`src/rtl/vixen_mem_pkg.sv`:
```
// vixen_mem_pkg: shared types and constants for the core-to-memory bridge.
package vixen_mem_pkg;
  typedef enum logic [2:0] {IDLE, I_B0, I_B1, D_ACC, RESP} mem_state_e;
  typedef enum logic [1:0] {ERR_NONE, ERR_RANGE, ERR_TIMEOUT} err_e;
  localparam int BEAT_BYTES = 8;
  localparam int FETCH_BYTES = 16;
  localparam logic [63:0] DEADBEEF = 64'hDEAD_DEAD_DEAD_DEAD;
  function automatic logic [63:0] align(input logic [63:0] a, input int bytes);
    return a & ~64'(bytes - 1);
  endfunction
endpackage

```
`src/rtl/vixen_mem_arb.sv`:
```
// vixen_mem_arb: dmem-first arbitration with an imem starvation limit.
module vixen_mem_arb
  import vixen_mem_pkg::*;
#(
  parameter int STARVE_LIMIT = 4
) (
  input  logic clk,
  input  logic rst_n,
  input  logic ireq,
  input  logic dreq,
  input  logic accept,
  output logic grant_valid,
  output logic grant_is_d
);
  logic [3:0] starve_q, starve_d;
  assign grant_valid = ireq || dreq;
  assign grant_is_d = dreq && !(ireq && starve_q == 4'(STARVE_LIMIT));
  always_comb
    starve_d = !accept ? starve_q : !grant_is_d ? '0 : ireq ? starve_q + 4'd1 : starve_q;
  always_ff @(posedge clk or negedge rst_n)
    if (!rst_n) starve_q <= '0;
    else starve_q <= starve_d;
endmodule

```
`src/rtl/vixen_mem_bridge.sv`:
```
// vixen_mem_bridge: merges imem fetches (two 64-bit beats) and dmem accesses onto one
// single-port memory bus, with range checking, an ack watchdog and statistics.
module vixen_mem_bridge
  import vixen_mem_pkg::*;
#(
  parameter int ADDR_W       = 32,
  parameter int STARVE_LIMIT = 4,
  parameter int TIMEOUT_CYC  = 255
) (
  input  logic              clk,
  input  logic              rst_n,
  input  logic [63:0]       imem_addr,
  input  logic              imem_req,
  output logic [127:0]      imem_data,
  output logic              imem_ready,
  input  logic [63:0]       dmem_addr,
  input  logic [63:0]       dmem_wdata,
  input  logic [7:0]        dmem_be,
  input  logic              dmem_we,
  input  logic              dmem_req,
  output logic [63:0]       dmem_rdata,
  output logic              dmem_ready,
  output logic [ADDR_W-1:0] mem_addr,
  output logic              mem_req,
  output logic              mem_we,
  output logic [63:0]       mem_wdata,
  output logic [7:0]        mem_be,
  input  logic [63:0]       mem_rdata,
  input  logic              mem_ack,
  output logic              busy,
  output logic [31:0]       stat_fetches,
  output logic [31:0]       stat_daccess,
  output logic [15:0]       stat_errors
);
  mem_state_e state_q, state_d;
  err_e err_q, err_d;
  logic [ADDR_W-1:0] addr_q, addr_d;
  logic [63:0] wdata_q, wdata_d, beat0_q, beat0_d, drdata_q, drdata_d;
  logic [7:0] be_q, be_d;
  logic we_q, we_d, isi_q, isi_d, iready_q, iready_d, dready_q, dready_d;
  logic [127:0] idata_q, idata_d;
  logic [15:0] wd_q, wd_d, errs_q, errs_d;
  logic [31:0] fetch_q, fetch_d, dacc_q, dacc_d;
  logic grant_valid, grant_is_d, accept, timeout, fin;
  logic [63:0] acc_addr, beat1;

  vixen_mem_arb #(.STARVE_LIMIT(STARVE_LIMIT)) u_arb (
    .clk        (clk),
    .rst_n      (rst_n),
    .ireq       (imem_req),
    .dreq       (dmem_req),
    .accept     (accept),
    .grant_valid(grant_valid),
    .grant_is_d (grant_is_d)
  );

  assign acc_addr  = grant_is_d ? align(dmem_addr, BEAT_BYTES) : align(imem_addr, FETCH_BYTES);
  assign mem_req   = state_q inside {I_B0, I_B1, D_ACC};
  assign timeout   = TIMEOUT_CYC != 0 && mem_req && !mem_ack && wd_q == 16'(TIMEOUT_CYC - 1);
  assign mem_we    = state_q == D_ACC && we_q;
  assign mem_addr  = mem_req ? addr_q : '0;
  assign mem_wdata = mem_we ? wdata_q : '0;
  assign mem_be    = mem_we ? be_q : (state_q inside {I_B0, I_B1}) ? 8'hFF : 8'h00;
  assign busy      = state_q != IDLE;
  assign imem_data = idata_q;
  assign imem_ready = iready_q;
  assign dmem_rdata = drdata_q;
  assign dmem_ready = dready_q;
  assign stat_fetches = fetch_q;
  assign stat_daccess = dacc_q;
  assign stat_errors = errs_q;

  always_comb begin
    state_d = state_q;
    err_d = err_q;
    addr_d = addr_q;
    wdata_d = wdata_q;
    be_d = be_q;
    we_d = we_q;
    isi_d = isi_q;
    beat0_d = beat0_q;
    beat1 = '0;
    accept = 1'b0;
    fin = 1'b0;
    wd_d = (mem_req && !mem_ack && !timeout) ? wd_q + 16'd1 : '0;
    case (state_q)
      IDLE: if (grant_valid) begin
        accept = 1'b1;
        isi_d = !grant_is_d;
        addr_d = acc_addr[ADDR_W-1:0];
        wdata_d = dmem_wdata;
        be_d = dmem_be;
        we_d = grant_is_d && dmem_we;
        err_d = acc_addr[63:ADDR_W] != '0 ? ERR_RANGE : ERR_NONE;
        beat0_d = '0;
        fin = err_d == ERR_RANGE;
        state_d = fin ? RESP : grant_is_d ? D_ACC : I_B0;
      end
      I_B0: if (mem_ack) begin
        beat0_d = mem_rdata;
        addr_d = addr_q + ADDR_W'(BEAT_BYTES);
        state_d = I_B1;
      end else if (timeout) begin
        beat0_d = DEADBEEF;
        beat1 = DEADBEEF;
        err_d = ERR_TIMEOUT;
        fin = 1'b1;
        state_d = RESP;
      end
      I_B1, D_ACC: if (mem_ack || timeout) begin
        beat1 = mem_ack ? mem_rdata : DEADBEEF;
        err_d = mem_ack ? err_q : ERR_TIMEOUT;
        fin = 1'b1;
        state_d = RESP;
      end
      RESP: state_d = IDLE;
      default: state_d = IDLE;
    endcase
    iready_d = fin && isi_d;
    dready_d = fin && !isi_d;
    idata_d = (fin && isi_d) ? {beat1, beat0_d} : idata_q;
    drdata_d = (fin && !isi_d && !we_d) ? beat1 : drdata_q;
    errs_d = (state_q == RESP && err_q != ERR_NONE && errs_q != 16'hFFFF) ? errs_q + 16'd1 : errs_q;
    fetch_d = (state_q == RESP && err_q == ERR_NONE && isi_q) ? fetch_q + 32'd1 : fetch_q;
    dacc_d = (state_q == RESP && err_q == ERR_NONE && !isi_q) ? dacc_q + 32'd1 : dacc_q;
  end

  always_ff @(posedge clk or negedge rst_n)
    if (!rst_n) begin
      state_q <= IDLE;
      err_q <= ERR_NONE;
      addr_q <= '0;
      wdata_q <= '0;
      be_q <= '0;
      we_q <= 1'b0;
      isi_q <= 1'b0;
      beat0_q <= '0;
      idata_q <= '0;
      drdata_q <= '0;
      iready_q <= 1'b0;
      dready_q <= 1'b0;
      wd_q <= '0;
      errs_q <= '0;
      fetch_q <= '0;
      dacc_q <= '0;
    end else begin
      state_q <= state_d;
      err_q <= err_d;
      addr_q <= addr_d;
      wdata_q <= wdata_d;
      be_q <= be_d;
      we_q <= we_d;
      isi_q <= isi_d;
      beat0_q <= beat0_d;
      idata_q <= idata_d;
      drdata_q <= drdata_d;
      iready_q <= iready_d;
      dready_q <= dready_d;
      wd_q <= wd_d;
      errs_q <= errs_d;
      fetch_q <= fetch_d;
      dacc_q <= dacc_d;
    end
endmodule

```
`config.mk`:
```
export PLATFORM = sky130hd
export DESIGN_NAME = vixen_mem_bridge
export DESIGN_NICKNAME = d
export VERILOG_FILES = /design/src/rtl/vixen_mem_pkg.sv /design/src/rtl/vixen_mem_arb.sv /design/src/rtl/vixen_mem_bridge.sv
export SDC_FILE = /design/constraint.sdc
export NUM_CORES = 1
export LEC_CHECK = 0
export CORE_AREA = 2 2 255 257
export CTS_BUF_LIST = sky130_fd_sc_hd__clkbuf_8
export DETAILED_ROUTE_END_ITERATION = 8
export DIE_AREA = 0 0 257 259
export HOLD_SLACK_MARGIN = 0.12
export SYNTH_ARGS = -nofsm -noshare
export SYNTH_HDL_FRONTEND = slang
export SYNTH_SLANG_ARGS = --single-unit
```
`constraint.sdc`:
```
create_clock -name clk -period 2.4 [get_ports clk]
set_input_delay 0.6 -clock clk [delete_from_list [all_inputs] [get_ports clk]]
set_output_delay 0.6 -clock clk [all_outputs]
set_load 0.1 [all_outputs]
```
==> qor.txt, run 1 <==
======================================================================================================
Drt first-iter violations ...............................................................         1283
Most repeated cell in the gate-level netlist after synthesis ............................      nand2_1
Setup violation total in the final timing report ........................................          251
Status .................................................................................. finished, violations left
Die outline area ........................................................................   0.0666 mm²
Register bit count reported by yosys ....................................................          466
Height of the chip ......................................................................       259 µm
Largest net degree at the start of global routing .......................................           71
Data arrival time of the critical path ..................................................      2110 ps
Aggregate global routing overflow .......................................................            0
Power density over the cells ............................................................   598 mW/mm²
Met1 track utilization from global routing ..............................................        0.283
Number of unique standard cell types used by synthesis ..................................           60
Element type at the critical path end ...................................................   output pin
Largest fanout of any net on the critical path ..........................................           13
Cell area after placement ...............................................................   0.0299 mm²
Remaining antenna violation count .......................................................            0
Mean cell area of the mapped netlist ....................................................     10.6 µm²
Vias after detailed routing .............................................................        18200
Crit path launch ........................................................................   state_q[1]
Signed area change from the synthesized netlist to the final layout .....................        61.1%
Library cell occupying the most area in the post-synthesis netlist ......................      dfrtp_1
Setup Skew ..............................................................................      33.9 ps
WP data required ........................................................................      1800 ps
Final critical-path setup slack .........................................................      -313 ps
Min-Delay Path Class .................................................................... input pin to flip-flop
Placed wire-length estimate .............................................................      54.9 mm
Worst slack on hold paths ...............................................................       457 ps
Most used flip-flop cell after synthesis ................................................      dfrtp_1
Number of inserted filler cells in the final layout .....................................         5548
Area of all placed cells without fillers ................................................   0.0337 mm²
Maximum ir drop on the vdd rail .........................................................   0.000483 V
Cells after synthesis ...................................................................         1978
Number of global-route vias before repair ...............................................        18800
Leak ....................................................................................      17.0 nW
Routed wire per std cell ................................................................      21.2 µm
Global-route wire length before repair ..................................................       117 mm
Hold depth ..............................................................................            3
Vias per Instance .......................................................................         4.91
Violations in the final reports ......................................................... setup timing
Num rows ................................................................................           93
Share of synthesized area occupied by flip-flops and latches ............................        0.557
Nets ....................................................................................         3076
Unrepaired setup endpoints after global routing .........................................         true
Buffers on Ports ........................................................................          640
Yosys warning count .....................................................................            0
Crit Path Class ......................................................................... flip-flop to output pin
Initial core utilization ................................................................        0.328
Busiest layer in global routing .........................................................         met2
Register-to-register setup slack ........................................................      -170 ps
Detailed-routing iteration count for the pre-antenna-repair pass ........................            5
Fraction of final layout cells sized beyond drive strength 1 ............................        0.387
Routability-driven placement congestion ratio ...........................................        0.966
Count of final max-slew check failures ..................................................            0
Share of async-settable or async-resettable flops after synthesis .......................         1.00
Worst min-delay path startpoint ......................................................... dmem_wdata[46]
Peak clock frequency supported by timing ................................................      369 MHz
Period minus WS final ...................................................................      2710 ps
Top-Level Pins ..........................................................................          651
Cells on worst reg2reg path .............................................................           12
H-Tree Depth ............................................................................            3
Master cell of the clock root buffer ....................................................     clkbuf_8
Met2 track utilization from global routing ..............................................        0.379
Share of the synthesized area in the top cell type ......................................        0.557
Normalized max-slew margin ..............................................................        0.586
DIE WIDTH ...............................................................................       257 µm
Core area ...............................................................................   0.0639 mm²
Start of the worst register-to-register path ............................................   state_q[2]
Most area-consuming cells after synthesis ............................................... dfrtp_1 (56%), nand2_1 (8.6%), mux2_4 (6.4%), mux2_2 (3.5%), and2_1 (3.0%)
Clock Latency Late Sink .................................................................       670 ps
Max Root-Sink Buffers ...................................................................            3
Global-route met3 utilization ...........................................................       0.0734
Initial antenna violation count .........................................................            6
Type of element launching the critical path .............................................    flip-flop
Worst reg2reg endpoint .................................................................. imem_data[58]
Max Cap Violations ......................................................................            0
Summed instance area of the synthesized netlist .........................................   0.0209 mm²
Final critical-path share of the clock period ...........................................         1.13
Clock transition at the register clock pins on the worst setup and hold paths after CTS .        60 ps
End point of the worst hold path ........................................................  wdata_q[46]
CTS tree ................................................................................        built
EDFF count, synth .......................................................................            0
Number of buffers added by the clock tree synthesis step ................................           84
DRC violation count after routing .......................................................            0
Overall routing resource usage ..........................................................        0.227
Clock sinks .............................................................................          466
Worst slew pin tran .....................................................................       619 ps
Pre-CTS setup slack .....................................................................      -811 ps
Wire length after detailed routing ......................................................      78.8 mm
Most used standard cells in the synthesized netlist ..................................... nand2_1 (480), dfrtp_1 (466), nor2_1 (103)
Final count of hold timing violations ...................................................            0
======================================================================================================
[area by class of cell]
| class | instances | area [µm²] | area share |
|---|---|---|---|
| inverter | 16 | 81.3 | 0.00241 |
| clock inverter | 40 | 223 | 0.00660 |
| timing repair buffer | 852 | 9570 | 0.284 |
| antenna | 5 | 12.5 | 0.000371 |
| clock buffer | 107 | 1470 | 0.0436 |
| sequential | 466 | 11700 | 0.347 |
| tap | 855 | 1070 | 0.0317 |
| multi-input combinational | 1378 | 9620 | 0.285 |
[where the power goes]
| part | internal (W) | switching, W |
|---|---|---|
| clock network | 0.00404 | 0.00349 |
| logic | 0.00163 | 0.00230 |
| registers | 0.00832 | 0.000408 |
| total | 0.0140 | 0.00620 |
[flip-flops by register name (all words and copies together), names as in the netlist]
| signal | count |
|---|---|
| wd_q | 16 |
| isi_q | 1 |
| state_q | 3 |
| we_q | 1 |
| stat_errors | 16 |
| wdata_q | 64 |
| dmem_rdata | 64 |
| be_q | 8 |
| imem_ready | 1 |
| addr_q | 29 |
| stat_fetches | 32 |
| dmem_ready | 1 |
| imem_data | 128 |
| err_q | 2 |
| u_arb.starve_q | 4 |
| beat0_q | 64 |
| stat_daccess | 32 |
[worst max-delay path by stage]
stage	slack [ps]	to
5_1_grt	-420	mem_be[0]
4_1_cts	-390	mem_wdata[20]
3_5_place_dp	-810	dmem_rdata[32]
2_1_floorplan	-360	mem_addr[5]
6_report	-310	mem_be[6]
3_3_place_gp	-800	dmem_rdata[23]
[per-stage QoR]
step                TNS (ps)  power (W)  utilization  instances
floorplan             -18090     0.0108            -       1980
global placement     -165850     0.0122        0.468       3469
detailed placement   -163350     0.0122        0.468       3469
CTS                   -48720     0.0203        0.516       3688
global route          -69470     0.0211        0.528       3717
finish                -41160     0.0202        0.528       3719
[logic make-up (layout without fill, tap and decap cells)]
kind of cell / Yosys count / in the layout / synth area share
and+or+nand+nor: 902 / 903 / 0.198
DFF: 466 / 466 / 0.557
AOI/OAI and AO/OA: 216 / 216 / 0.0714
muxes: 157 / 157 / 0.100
buffers and inverters: 137 / 1015 / 0.0303
xor gates and xnor gates: 91 / 91 / 0.0381
adders and majority gates: 8 / 8 / 0.00478
other: 1 / 8 / 0.000179
[placed cells by master, fill, tap and decap left out, types with 22 or more instances in the layout]
cell type | synthesis | layout
nand2_1 | 480 | 471
dfrtp_1 | 466 | 436
buf_4 | 4 | 367
clkdlybuf4s50_1 | 0 | 261
buf_12 | 0 | 150
mux2_4 | 89 | 115
clkbuf_8 | 0 | 107
and2_4 | 0 | 93
nor2_1 | 103 | 85
nand3_1 | 82 | 59
xnor2_1 | 52 | 49
a22oi_1 | 45 | 44
nand4_1 | 40 | 40
mux2_2 | 66 | 40
xor2_1 | 39 | 39
a21oi_1 | 41 | 39
buf_6 | 11 | 39
inv_1 | 16 | 36
dfrtp_2 | 0 | 30
a21o_1 | 28 | 23
a22o_1 | 22 | 22
[critical path, cell delays in order, from the launching register on]
cell,delay [ps]
dfrtp_2,430
nor2b_4,140
and3_4,210
buf_4,150
buf_12,140
a21o_4,220
buf_12,160
[per-layer routing]
layer / wire (µm) / part of all wire
met5: 13 / 0.00016
met4: 1930 / 0.024
met3: 6330 / 0.080
met2: 38800 / 0.49
met1: 31700 / 0.40
[timing repair]
| action | CTS | global route |
|---|---|---|
| hold buffers | 1 | 0 |
| endpoints found under the hold margin | 33 | 0 |
| endpoints found under the setup margin | 297 | 323 |
| pin swaps | 31 | 59 |
| cloned | 21 | 14 |
| gates resized for setup | 117 | 175 |
| buffers inserted | 55 | 34 |
Note: power is estimated with default switching activity, not from simulation.
==> run 2: changes to the inputs <==
--- a/config.mk
+++ b/config.mk
@@ -5,11 +5,13 @@
 export SDC_FILE = /design/constraint.sdc
 export NUM_CORES = 1
 export LEC_CHECK = 0
+export CAP_MARGIN = 20
 export CORE_AREA = 2 2 255 257
 export CTS_BUF_LIST = sky130_fd_sc_hd__clkbuf_8
 export DETAILED_ROUTE_END_ITERATION = 8
 export DIE_AREA = 0 0 257 259
 export HOLD_SLACK_MARGIN = 0.12
+export PLACE_DENSITY_LB_ADDON = 0.12
 export SYNTH_ARGS = -nofsm -noshare
 export SYNTH_HDL_FRONTEND = slang
 export SYNTH_SLANG_ARGS = --single-unit
==> run 2 against run 1 <==
The run still ends with setup timing left; utilization fell by 0.86 points; wire length barely moved; non-clock buffer count fell by 23; largest cell class unchanged; via count fell by 1.5%; highest routed layer unchanged.
==> qor.txt, run 2 (same netlist as run 1, synthesis figures left out) <==
======================================================================================================
Clock sinks .............................................................................          466   unchanged
Count of final max-slew check failures ..................................................            0   unchanged
Clock Power Share .......................................................................        0.398   +0.025
Crit Path Class ......................................................................... flip-flop to output pin
Area of all placed cells without fillers ................................................   0.0332 mm²   -1.6%
Num rows ................................................................................           93   unchanged
Start of the worst register-to-register path ............................................      wd_q[0]
Switching pwr ...........................................................................    0.00636 W   +2.5%
Height of the chip ......................................................................       259 µm   unchanged
Final critical-path setup slack .........................................................      -340 ps   -27.1 ps
Element type at the critical path end ...................................................   output pin
Aggregate global routing overflow .......................................................            0   unchanged
Crit-path most repeated cell ............................................................       buf_12
Largest fanout of any net on the critical path ..........................................           18   +5
Max Root-Sink Buffers ...................................................................            3   unchanged
Commonest non-fill, non-tap cells in the layout ......................................... nand2_1 (477), dfrtp_1 (436), buf_4 (380)
Crit-path max cell delay ................................................................       420 ps   about the same
Master cell of the clock root buffer ....................................................     clkbuf_8
Cell area after placement ...............................................................   0.0300 mm²   +0.44%
Die outline area ........................................................................   0.0666 mm²   unchanged
Overall routing resource usage ..........................................................        0.232   +0.00452
Worst reg2reg endpoint .................................................................. imem_data[69]
Setup Skew ..............................................................................      43.5 ps   +9.62 ps
Period minus WS final ...................................................................      2740 ps   +27.1 ps
Clock Latency Late Sink .................................................................       680 ps   about the same
Initial antenna violation count .........................................................            7   +1
Placed wire-length estimate .............................................................      56.7 mm   +3.3%
WP data required ........................................................................      1800 ps   about the same
Most common cell after layout, fill and taps aside ......................................      nand2_1
Cells on worst reg2reg path .............................................................           13   +1
Number of buffers added by the clock tree synthesis step ................................           85   +1.2%
H-Tree Depth ............................................................................            3   unchanged
Fraction of power consumed by combinational cells .......................................        0.185   -0.010
CTS tree ................................................................................        built
Crit path launch ........................................................................   state_q[1]
Number of global-route vias before repair ...............................................        18700   -0.67%
Maximum ir drop on the vdd rail .........................................................   0.000411 V   -15%
Number of flip-flops in the largest register ............................................          128   unchanged
Number of inserted filler cells in the final layout .....................................         5661   +2.0%
Status .................................................................................. finished, violations left
Min-Delay Path Class .................................................................... input pin to async pin
Largest net degree at the start of global routing .......................................           74   +4.2%
Register-to-register setup slack ........................................................       -80 ps   +90 ps
Remaining antenna violation count .......................................................            0   unchanged
Top-Level Pins ..........................................................................          651   unchanged
Max Cap Violations ......................................................................            0   unchanged
Setup violation total in the final timing report ........................................          165   -34%
Violations in the final reports ......................................................... setup timing
Signed area change from the synthesized netlist to the final layout .....................        58.5%
Normalized max-slew margin ..............................................................        0.605   +0.0192
Clock transition at the register clock pins on the worst setup and hold paths after CTS .        60 ps   about the same
Initial core utilization ................................................................        0.328   unchanged
Switching power as a share of total power ...............................................        0.304   -0.00320
Vias per Instance .......................................................................         4.85   -1.2%
Drt first-iter violations ...............................................................         1073   -16%
Final count of hold timing violations ...................................................            0   unchanged
Routability-driven placement congestion ratio ...........................................        0.895   -7.3%
Vias after detailed routing .............................................................        18000   -1.5%
Wire length after detailed routing ......................................................      78.8 mm   about the same
Global-route wire length before repair ..................................................       118 mm   +1.2%
DIE WIDTH ...............................................................................       257 µm   unchanged
Type of element launching the critical path .............................................    flip-flop
Leak ....................................................................................      16.8 nW   -1.2%
Unrepaired setup endpoints after global routing .........................................         true
DRC violation count after routing .......................................................            0   unchanged
Core area ...............................................................................   0.0639 mm²   unchanged
Highest-delay cell along the critical path ..............................................      dfrtp_2
Peak clock frequency supported by timing ................................................      365 MHz   -0.99%
Cell-by-cell listing of the critical path ............................................... nor2b_4 > and3_4 > buf_12 > buf_12 > and2_4 > buf_12
Routed wire per std cell ................................................................      21.3 µm   +0.31%
Fraction of final layout cells sized beyond drive strength 1 ............................        0.366   -0.0216
Buffers on Ports ........................................................................          640   unchanged
Nets ....................................................................................         3054   -0.72%
Data arrival time of the critical path ..................................................      2140 ps   +30 ps
Detailed-routing iteration count for the pre-antenna-repair pass ........................            5   unchanged
Tot Pwr .................................................................................     0.0209 W   +3.6%
P_int ...................................................................................     0.0146 W   +4.0%
Register share of total power ...........................................................        0.417   -0.015
Worst slew pin tran .....................................................................       590 ps   -28.6 ps
Final critical-path share of the clock period ...........................................         1.14   +0.0113
Power density over the cells ............................................................   630 mW/mm²   +5.3%
======================================================================================================
run 2: cell types whose count changed in the layout (fill, tap and decap cells not counted), moves of 8 or more:
| cell | before | now |
|---|---|---|
| buf_6 | 39 | 15 |
| clkbuf_8 | 107 | 116 |
| o21ai_1 | 9 | 0 |
| and2_2 | 1 | 19 |
| inv_1 | 36 | 28 |
| nand3_2 | 18 | 0 |
| o21ai_0 | 19 | 39 |
| nor2_1 | 85 | 99 |
| buf_4 | 367 | 380 |
| nand3_1 | 59 | 82 |
| nor2_4 | 15 | 2 |
| o21ai_2 | 11 | 0 |
| and2_4 | 93 | 75 |
run 2: power groups by stage:
stage / Sequential [W] / Combinational (W) / Clock [W]
after floorplan: 0.00952 / 0.00124 / 0
after global placement: 0.00881 / 0.00348 / 0
after detailed placement: 0.00884 / 0.00350 / 0
after CTS: 0.00870 / 0.00393 / 0.00856
after global routing: 0.00877 / 0.00415 / 0.00892
final: 0.00871 / 0.00388 / 0.00832
run 2: cell type report:
| class | instances | area, µm² | share of cell area |
|---|---|---|---|
| Timing Repair Buffer | 829 | 9170 | 0.276 |
| Clock inverter | 42 | 313 | 0.00942 |
| Clock buffer | 116 | 1600 | 0.0481 |
| Tap cell | 855 | 1070 | 0.0322 |
| Inverter | 16 | 76.3 | 0.00230 |
| Multi-Input combinational cell | 1378 | 9260 | 0.279 |
| Antenna cell | 6 | 15.0 | 0.000452 |
| Sequential cell | 466 | 11700 | 0.352 |
run 2: how the worst max path moves through the flow:
| stage | endpoint | cells after the start | slack, ps |
|---|---|---|---|
| 2_1_floorplan | mem_addr[5] | 4 | -360 |
| 3_5_place_dp | imem_data[14] | 10 | -880 |
| 5_1_grt | mem_wdata[14] | 6 | -440 |
| 6_report | mem_wdata[44] | 6 | -340 |
| 4_1_cts | mem_wdata[4] | 7 | -420 |
| 3_3_place_gp | imem_data[10] | 10 | -970 |
run 2: through the flow:
stage / setup WS (ps) / hold slack (ps) / setup TNS, ps / instances / util
6_report: -340 / 377 / -33880 / 3708 / 0.520
5_1_grt: -443 / 385 / -56890 / 3707 / 0.520
4_1_cts: -421 / 392 / -44990 / 3699 / 0.518
3_5_place_dp: -883 / 462 / -182180 / 3488 / 0.470
3_3_place_gp: -967 / 457 / -197290 / 3488 / 0.470
2_1_floorplan: -355 / 304 / -18090 / 1980 / -
run 2: metal layers:
layer	GRT usage	vias to the layer above	wire length [µm]
met2	0.381	579	37900
met5	0	-	10
met4	0.0885	2	2910
li1	-	8338	-
met1	0.289	8900	32600
met3	0.0679	153	5450
run 2: critical path, delay by kind of cell, from the launching register on:
family	cells	cell delay (ps)
buffers and inverters	3	480
AND/OR/NAND/NOR	3	550
flip-flops	1	420
run 2: timing repair:
item / 4_1_cts / 5_1_grt
pin swaps: 44 / 28
endpoints found under the hold margin: 31 / 0
hold buffers: 1 / 0
setup endpoints to repair: 301 / 309
buffers inserted: 34 / 11
gates cloned: 20 / 3
resized for setup: 89 / 36
==> run 3: changes to the inputs <==
--- a/config.mk
+++ b/config.mk
@@ -12,6 +12,7 @@
 export DIE_AREA = 0 0 257 259
 export HOLD_SLACK_MARGIN = 0.12
 export PLACE_DENSITY_LB_ADDON = 0.12
+export RECOVER_POWER = 100
 export SYNTH_ARGS = -nofsm -noshare
 export SYNTH_HDL_FRONTEND = slang
 export SYNTH_SLANG_ARGS = --single-unit
==> constraint.sdc (replaced) <==
create_clock -name clk -period 2.85 [get_ports clk]
set_input_delay 0.7125 -clock clk [delete_from_list [all_inputs] [get_ports clk]]
set_output_delay 0.7125 -clock clk [all_outputs]
set_load 0.1 [all_outputs]
==> run 3 against run 2 <==
Worst hold slack better by 96 ps; clock skew down 11 ps; the run ends with capacitance limit, slew limit, setup timing left; power shrank 20%; wire length is 0.24% higher; sequential power decreased by 16%; first-iteration DRC count increased by 4.7%; via count fell by 1.7%; register-to-register slack better by 210 ps; non-clock buffer count is 68 lower; combinational power down 30%; global-route usage fell by 0.050 points; clock-buffer cell count is the same.
==> qor.txt, run 3 (same netlist as run 1, synthesis figures left out) <==
======================================================================================================
Placed wire-length estimate .............................................................      57.0 mm   +0.53%
Number of buffers added by the clock tree synthesis step ................................           87   +2.4%
Setup Skew ..............................................................................      32.6 ps   -10.9 ps
Final count of hold timing violations ...................................................            0   unchanged
Routability-driven placement congestion ratio ...........................................        0.998   +11%
Period minus WS final ...................................................................      2870 ps
Normalized max-slew margin ..............................................................       -0.446   -1.05
Buffers on Ports ........................................................................          640   unchanged
Final critical-path share of the clock period ...........................................         1.01
Status .................................................................................. finished, violations left
Height of the chip ......................................................................       259 µm   unchanged
Unrepaired setup endpoints after global routing .........................................         true
Detailed-routing iteration count for the pre-antenna-repair pass ........................            5   unchanged
Clock Latency Late Sink .................................................................       670 ps   about the same
Type of element launching the critical path .............................................    flip-flop
Data arrival time of the critical path ..................................................      2160 ps   +20 ps
Element type at the critical path end ...................................................   output pin
DIE WIDTH ...............................................................................       257 µm   unchanged
Max Cap Violations ......................................................................            1   +1
Crit Path Class ......................................................................... flip-flop to output pin
Tot Pwr .................................................................................     0.0168 W   -20%
Largest fanout of any net on the critical path ..........................................            9   -9
Overall routing resource usage ..........................................................        0.231   -0.000502
Drt first-iter violations ...............................................................         1123   +4.7%
Clock sinks .............................................................................          466   unchanged
Nets ....................................................................................         2987   -2.2%
Num rows ................................................................................           93   unchanged
Clock transition at the register clock pins on the worst setup and hold paths after CTS .        60 ps   about the same
Core area ...............................................................................   0.0639 mm²   unchanged
Commonest non-fill, non-tap cells in the layout ......................................... nand2_1 (479), dfrtp_1 (464), clkbuf_2 (283)
Most common cell after layout, fill and taps aside ......................................      nand2_1
Max Root-Sink Buffers ...................................................................            3   unchanged
Global-route wire length before repair ..................................................       117 mm   -1.1%
Setup violation total in the final timing report ........................................            3   -98%
Worst slack on hold paths ...............................................................       473 ps   +96.4 ps
Wire length after detailed routing ......................................................      79.0 mm   +0.24%
Die outline area ........................................................................   0.0666 mm²   unchanged
Number of flip-flops in the largest register ............................................          128   unchanged
Power density over the cells ............................................................   543 mW/mm²   -14%
Vias per Instance .......................................................................         4.87   +0.42%
Top-Level Pins ..........................................................................          651   unchanged
Peak clock frequency supported by timing ................................................      349 MHz
Min-Delay Path Class .................................................................... flip-flop to flip-flop
Number of global-route vias before repair ...............................................        18100   -3.1%
Number of inserted filler cells in the final layout .....................................         5981   +5.7%
H-Tree Depth ............................................................................            3   unchanged
Area of all placed cells without fillers ................................................   0.0309 mm²   -6.8%
Initial core utilization ................................................................        0.328   unchanged
Pre-CTS setup slack .....................................................................      -876 ps   +6.35 ps
Setup Total Neg Slack ...................................................................     -39.8 ps   +33840 ps
Cells on worst reg2reg path .............................................................           10   -3
Fraction of final layout cells sized beyond drive strength 1 ............................        0.315   -0.0502
Routed wire per std cell ................................................................      21.8 µm   +2.4%
WP data required ........................................................................      2140 ps   +340 ps
Vias after detailed routing .............................................................        17700   -1.7%
Maximum ir drop on the vdd rail .........................................................   0.000369 V   -10%
Master cell of the clock root buffer ....................................................     clkbuf_8
Leak ....................................................................................      15.8 nW   -6.0%
Aggregate global routing overflow .......................................................            0   unchanged
Count of final max-slew check failures ..................................................           64   +64
DRC violation count after routing .......................................................            0   unchanged
Final critical-path setup slack .........................................................     -17.9 ps   +322 ps
CTS tree ................................................................................        built
Largest net degree at the start of global routing .......................................           67   -9.5%
Remaining antenna violation count .......................................................            0   unchanged
Violations in the final reports ......................................................... capacitance limit, slew limit, setup timing
Initial antenna violation count .........................................................            8   +1
Hold depth ..............................................................................            2
Cell area after placement ...............................................................   0.0294 mm²   -2.1%
Signed area change from the synthesized netlist to the final layout .....................        47.6%
Worst slew pin tran .....................................................................      2170 ps   +1580 ps
======================================================================================================
[run 3: cell count changes in the layout (fill, tap and decap cells not counted), moves of 13 or more]
cell	change
dfrtp_2	-28
mux2_1	+27
mux2_4	-49
buf_12	-29
and2_2	-18
dfrtp_1	+28
mux2_2	+22
clkbuf_4	+13
and2_4	+17
clkbuf_2	+283
buf_4	-329
[run 3: layer usage]
layer / up-vias / wire [µm] / GRT usage
met5: - / 46 / 0
met4: 6 / 2410 / 0.0824
met1: 8761 / 32400 / 0.289
li1: 8203 / - / -
met2: 568 / 38200 / 0.379
met3: 134 / 5870 / 0.0714
[run 3: power by group]
part | internal [W] | total [W] | switching, W
Combinational | 0.000914 | 0.00271 | 0.00179
Sequential | 0.00699 | 0.00734 | 0.000347
Clock | 0.00373 | 0.00675 | 0.00302
[run 3: cell type report]
cell class	instances	area, µm²	area share
clock buffers	116	1600	0.0516
clock inverters	35	220	0.00712
diodes	5	12.5	0.000405
inverters	16	72.6	0.00235
repair buffers	761	7400	0.239
multi-input cells	1377	8890	0.287
well taps	855	1070	0.0346
flip-flops and latches	466	11700	0.377
[run 3: metrics by stage]
step,utilization,instances
floorplan,-,1980
global placement,0.460,3446
detailed placement,0.460,3446
CTS,0.496,3618
global route,0.484,3630
finish,0.484,3631
[run 3: worst paths after layout]
path	start	endpoint	slack, ps
worst max register to register	wd_q[0]	imem_data[68]	130
worst max-delay path	state_q[0]	mem_be[2]	-20
worst min register to register	wdata_q[38]	wdata_q[38]	470
max in group asynchronous	rst_n	dmem_rdata[35]	230
worst min-delay path	wdata_q[38]	wdata_q[38]	470
min in group asynchronous	rst_n	wdata_q[8]	1200
[run 3: worst max-delay path, cell delays in order, from the launching register on]
cell and delay (ps):
dfrtp_1 420, buf_6 140, and3_4 200, buf_12 160
clkbuf_16 160, a21o_2 230, buf_12 160
[run 3: repair_timing]
action | in CTS | in global routing
endpoints found under the hold margin | 51 | 0
hold buffers | 1 | 0
gates cloned | 7 | 5
buffers inserted | 13 | 2
pin swaps | 27 | 16
resized for setup | 93 | 27
setup endpoints to repair | 258 | 188
